**src/rtl/pwr_gate_seq.sv**
```systemverilog
// Power-gating sequencer: per-domain save/isolate/switch-off and switch-on/restore FSMs
// with one-at-a-time ramp-up arbitration. Optional wake counters under PWR_WAKE_CNT_EN.
module pwr_gate_seq #(
    parameter int N_DOM    = 2,
    parameter int ISO_DLY  = 2,
    parameter int RAMP_DLY = 4,
    parameter int CNT_W    = 8
) (
    input  logic             clk,
    input  logic             rst,
    input  logic [N_DOM-1:0] pwr_req,
    output logic [N_DOM-1:0] pwr_sw_en,
    output logic [N_DOM-1:0] iso_en,
    output logic [N_DOM-1:0] ret_save,
    output logic [N_DOM-1:0] ret_restore,
    output logic [N_DOM-1:0] dom_rst,
    output logic [N_DOM-1:0] pwr_ack,
    output logic             busy
`ifdef PWR_WAKE_CNT_EN
    ,
    output logic [N_DOM*CNT_W-1:0] wake_cnt
`endif
);

    localparam int MAX_DLY = (ISO_DLY > RAMP_DLY) ? ISO_DLY : RAMP_DLY;
    localparam int DW      = $clog2(MAX_DLY + 1);
    localparam logic [DW-1:0] ISO_LAST  = DW'(ISO_DLY - 1);
    localparam logic [DW-1:0] RAMP_LAST = DW'(RAMP_DLY - 1);

    if (N_DOM < 1 || N_DOM > 16 || ISO_DLY < 1 || RAMP_DLY < 1 || CNT_W < 1) begin : g_param_check
        $error("pwr_gate_seq: illegal parameter value");
    end

    typedef enum logic [2:0] {
        ST_ON      = 3'd0,
        ST_SAVE    = 3'd1,
        ST_ISO     = 3'd2,
        ST_OFF     = 3'd3,
        ST_UP      = 3'd4,
        ST_RESTORE = 3'd5
    } state_e;

    state_e        state_q [N_DOM];
    state_e        state_d [N_DOM];
    logic [DW-1:0] dly_q   [N_DOM];
    logic [DW-1:0] dly_d   [N_DOM];
    logic          any_up;
    logic          taken;
    logic [N_DOM-1:0] grant;

    // Inrush limit: nobody new ramps while any domain is still in UP; lowest index wins.
    always_comb begin
        any_up = 1'b0;
        taken  = 1'b0;
        grant  = '0;
        for (int i = 0; i < N_DOM; i++) begin
            if (state_q[i] == ST_UP) any_up = 1'b1;
        end
        for (int i = 0; i < N_DOM; i++) begin
            if (!any_up && !taken && state_q[i] == ST_OFF && pwr_req[i]) begin
                grant[i] = 1'b1;
                taken    = 1'b1;
            end
        end
    end

    always_comb begin
        for (int i = 0; i < N_DOM; i++) begin
            state_d[i] = state_q[i];
            dly_d[i]   = dly_q[i];
            case (state_q[i])
                ST_ON: begin
                    if (!pwr_req[i]) state_d[i] = ST_SAVE;
                end
                ST_SAVE: begin
                    state_d[i] = ST_ISO;
                    dly_d[i]   = '0;
                end
                ST_ISO: begin
                    if (dly_q[i] == ISO_LAST) begin
                        state_d[i] = ST_OFF;
                        dly_d[i]   = '0;
                    end else begin
                        dly_d[i] = dly_q[i] + 1'b1;
                    end
                end
                ST_OFF: begin
                    if (grant[i]) begin
                        state_d[i] = ST_UP;
                        dly_d[i]   = '0;
                    end
                end
                ST_UP: begin
                    if (dly_q[i] == RAMP_LAST) begin
                        state_d[i] = ST_RESTORE;
                        dly_d[i]   = '0;
                    end else begin
                        dly_d[i] = dly_q[i] + 1'b1;
                    end
                end
                ST_RESTORE: state_d[i] = ST_ON;
                default:    state_d[i] = ST_ON;
            endcase
        end
    end

    always_ff @(posedge clk) begin
        for (int i = 0; i < N_DOM; i++) begin
            if (rst) begin
                state_q[i] <= ST_ON;
                dly_q[i]   <= '0;
            end else begin
                state_q[i] <= state_d[i];
                dly_q[i]   <= dly_d[i];
            end
        end
    end

    // Every control output is a pure decode of the registered state.
    always_comb begin
        pwr_sw_en   = '0;
        iso_en      = '0;
        ret_save    = '0;
        ret_restore = '0;
        dom_rst     = '0;
        pwr_ack     = '0;
        busy        = 1'b0;
        for (int i = 0; i < N_DOM; i++) begin
            case (state_q[i])
                ST_ON: begin
                    pwr_sw_en[i] = 1'b1;
                    pwr_ack[i]   = 1'b1;
                end
                ST_SAVE: begin
                    pwr_sw_en[i] = 1'b1;
                    ret_save[i]  = 1'b1;
                end
                ST_ISO: begin
                    pwr_sw_en[i] = 1'b1;
                    iso_en[i]    = 1'b1;
                end
                ST_OFF: begin
                    iso_en[i]  = 1'b1;
                    dom_rst[i] = 1'b1;
                end
                ST_UP: begin
                    pwr_sw_en[i] = 1'b1;
                    iso_en[i]    = 1'b1;
                    dom_rst[i]   = 1'b1;
                end
                ST_RESTORE: begin
                    pwr_sw_en[i]   = 1'b1;
                    iso_en[i]      = 1'b1;
                    ret_restore[i] = 1'b1;
                end
                default: begin
                    pwr_sw_en[i] = 1'b1;
                    pwr_ack[i]   = 1'b1;
                end
            endcase
            if (state_q[i] != ST_ON && state_q[i] != ST_OFF) busy = 1'b1;
        end
    end

`ifdef PWR_WAKE_CNT_EN
    localparam logic [CNT_W-1:0] WAKE_MAX = '1;
    logic [CNT_W-1:0] wake_q [N_DOM];

    // A grant is exactly the OFF->UP transition, so it doubles as the wake strobe.
    always_ff @(posedge clk) begin
        for (int i = 0; i < N_DOM; i++) begin
            if (rst) begin
                wake_q[i] <= '0;
            end else if (grant[i] && wake_q[i] != WAKE_MAX) begin
                wake_q[i] <= wake_q[i] + 1'b1;
            end
        end
    end

    always_comb begin
        wake_cnt = '0;
        for (int i = 0; i < N_DOM; i++) begin
            wake_cnt[i*CNT_W +: CNT_W] = wake_q[i];
        end
    end
`endif

endmodule
```
**config.mk**
```make
export PLATFORM = sky130hd
export DESIGN_NAME = pwr_gate_seq
export DESIGN_NICKNAME = d
export VERILOG_FILES = /design/src/rtl/pwr_gate_seq.sv
export SDC_FILE = /design/constraint.sdc
export NUM_CORES = 1
export LEC_CHECK = 0
export ABC_AREA = 1
export BUFFER_PORTS_ARGS = -buffer_cell sky130_fd_sc_hd__buf_4
export CAP_MARGIN = 20
export CORE_MARGIN = 10
export CORE_UTILIZATION = 55
export DETAILED_ROUTE_END_ITERATION = 10
export PLACE_DENSITY = 0.9
export SLEW_MARGIN = 20
export SYNTH_ARGS = -nofsm -noshare
export SYNTH_HDL_FRONTEND = slang
export SYNTH_SLANG_ARGS = --single-unit
```
**constraint.sdc**
```tcl
create_clock -name clk -period 1.6 [get_ports clk]
set_input_delay 0.48 -clock clk [delete_from_list [all_inputs] [get_ports clk]]
set_output_delay 0.48 -clock clk [all_outputs]
set_load 0.005 [all_outputs]
```
==> results.sh <==
export IMPL_area_growth_pct=23.4
export IMPL_n_antenna_cell=0
export IMPL_cts_hold_buf=0
export IMPL_timing_final_ws_setup_ns=-0.0564
export IMPL_grt_pass1_vias=925
export IMPL_ys_seq_area_frac=0.233
export IMPL_clock_sinks=12
export IMPL_vias_per_cell=5.18
export IMPL_status="complete, but fails checks"
export IMPL_place_area_mm2=0.00115
export IMPL_path_cells="nor2_2 > nand2_1 > nand2_1 > nand2_1 > buf_6"
export IMPL_grt_pass1_wl_mm=4.24
export IMPL_gp_congestion=0.880
export IMPL_finClkSkew_ns=0.00769
export IMPL_cts_root_buf="clkbuf_4"
export IMPL_ios=17
export IMPL_numCtsBuffers=3
export IMPL_highest_layer="met4"
export IMPL_wire_per_inst_um=12.7
export IMPL_wl_mm=2.58
export IMPL_path_max_fanout=6
export IMPL_maxCapViolCount=0
export IMPL_start_util=0.591
export IMPL_synthCells=159
export IMPL_total_power_w=0.00263
export IMPL_drtIter0Drc=30
export IMPL_critPathMaxStageDelay_ns=0.38
export IMPL_core_mm2=0.00175
export IMPL_hold_class="reg -> reg"
export IMPL_h_tree_depth=1
export IMPL_die_area_mm2=0.00401
export IMPL_ant_nets=0
export IMPL_hold_viol=0
export IMPL_synth_fp_nets=173
export IMPL_fp_row_count=15
export IMPL_fin_crit_sh=1.04
export IMPL_vias=1057
export IMPL_violations="negative setup slack"
export IMPL_worst_path_buf_inv=1
export IMPL_yosys_register_bits=12
export IMPL_crit_slowest_cell="dfxtp_4"
export IMPL_grt_total_usage=0.126
export IMPL_rsz0062_at_grt="true"
export IMPL_power_density_mw_per_mm2=2070
export IMPL_hpwl_mm=1.80
export IMPL_wl_met2_mm=1.24
export IMPL_relSlewSlack=0.715
export IMPL_clockBufferDepth=2
export IMPL_grt_max_degree=13
export IMPL_final_area_mm2=0.00127
export IMPL_ys_warnings_count=0
export IMPL_worst_endpoint_required_ns=1.12
export IMPL_clk_pin_slew_ns=0.08
export IMPL_yosysUniqueCellTypes=24
export IMPL_setup_viol=5
export IMPL_cp_end_kind="output pin"
export IMPL_period_needed_ns=1.66
export IMPL_finalNetCount=195
export IMPL_layout_drive_gt1_share=0.291
export IMPL_fmaxAchievable_mhz=604
export IMPL_io_buffers=16
export IMPL_clk_latency_ns=0.28
export IMPL_arrival_ns=1.18
export IMPL_place_ws_ns=0.105
export IMPL_cts_tree="built"
export IMPL_dieHeight_um=63.3
export IMPL_first_pass_iters=4
export IMPL_vdd_ir_drop_max_v=0.00122
export IMPL_critPathKind="reg -> out"
export IMPL_gr_total_overflow=0
export IMPL_cp_start_kind="flip-flop"
export IMPL_syn_area_per_cell_um2=6.48
export IMPL_wl_met1_mm=1.07
export IMPL_r2r_setup_slack_ns=0.13
export IMPL_dr_wl_met3_um=201
export IMPL_tightest_slew_ns=0.428
export IMPL_crit_family="simple AND/OR/NAND/NOR gates"
export IMPL_drcViolationCount=0
export IMPL_die_w_um=63.3
export IMPL_leakage_nw=0.646
export IMPL_fillers=140
export IMPL_antenna_found_initial=0
export IMPL_cp_common_cell="nand2_1"
export IMPL_synth_cell_area_mm2=0.00103
export IMPL_maxSlewViolCount=0
[flip-flops by register name, indices dropped and copies added (netlist names)]
signal   flops
dly_q        6
state_q      6
[through the flow]
step	hold WS [ns]	setup TNS (ns)	std cells	util
floorplan	0.477	0	159	-
global placement	0.496	0	196	0.658
detailed placement	0.526	0	196	0.658
CTS	0.528	-0.0594	202	0.711
global route	0.565	-0.571	204	0.729
finish	0.536	-0.169	204	0.729
[area by class of cell]
cell class / instances / area (um2) / share of cell area
sequential: 12 / 260 / 0.205
tap: 25 / 31.3 / 0.0246
clock buffer: 3 / 22.5 / 0.0177
multi-input combinational: 111 / 659 / 0.518
timing repair buffer: 22 / 173 / 0.136
inverter: 31 / 126 / 0.0993
[tightest hold or removal path, cell delays in order (launching register included)]
cell and delay, ns:
dfxtp_1 0.36, a21oi_1 0.05, nor2_1 0.09
[kinds of logic after synthesis]
group / synth area share
compound gates: 0.119
fa+ha+maj: 0.121
buf+inv: 0.153
flops: 0.233
simple gates: 0.374
[path summary, 6_finish.rpt]
| check | startpoint | depth (start not counted) | endpoint |
|---|---|---|---|
| worst max-delay path | state_q[0][0]$_SDFFE_PP0P_ | 5 | busy |
| worst min-delay path | dly_q[1][1]$_SDFFE_PP0P_ | 2 | dly_q[1][1]$_SDFFE_PP0P_ |
| worst max register to register | state_q[0][2]$_SDFFE_PP0P_ | 7 | state_q[0][2]$_SDFFE_PP0P_ |
| worst min register to register | dly_q[1][1]$_SDFFE_PP0P_ | 2 | dly_q[1][1]$_SDFFE_PP0P_ |
[synthesized netlist by cell type, drive strengths merged]
library cell / instances / area, um2
nand2: 33 / 144
inv: 31 / 116
nor2: 26 / 115
nand3: 15 / 80.1
a21oi: 12 / 60.1
dfxtp: 12 / 240
ha: 10 / 125
o21ai: 8 / 43.8
buf: 5 / 41.3
nor3: 3 / 25.0
nand3b: 2 / 15.0
nand4: 1 / 6.26
o21bai: 1 / 18.8
[timing repair]
| item | 4_1_cts | 5_1_grt |
|---|---|---|
| setup endpoints to repair | 12 | 11 |
| resized for setup | 19 | 9 |
| pin swaps | 3 | 3 |
| buffers inserted | 3 | 2 |
| gates cloned | 0 | 0 |
[per-layer routing]
layer / up-vias / global-route usage
li1: 537 / -
met1: 467 / 0.151
met2: 44 / 0.203
met3: 9 / 0.0389
met4: 0 / 0.0519
met5: - / 0
[cells in the final DEF, fill, tap and decap left out, drive strengths merged]
master / n
a21oi: 12
nand2: 33
inv: 31
clkbuf: 3
nand3: 15
nor3: 3
dfxtp: 12
nand3b: 2
nand4: 1
buf: 22
ha: 10
o21bai: 1
nor2: 26
o21ai: 8
[power breakdown]
group | switching (W) | internal (W)
clock | 0.000105 | 0.0000874
sequential | 0.000185 | 0.000457
combinational | 0.00100 | 0.000795
Power figures use the tool's default switching activity.
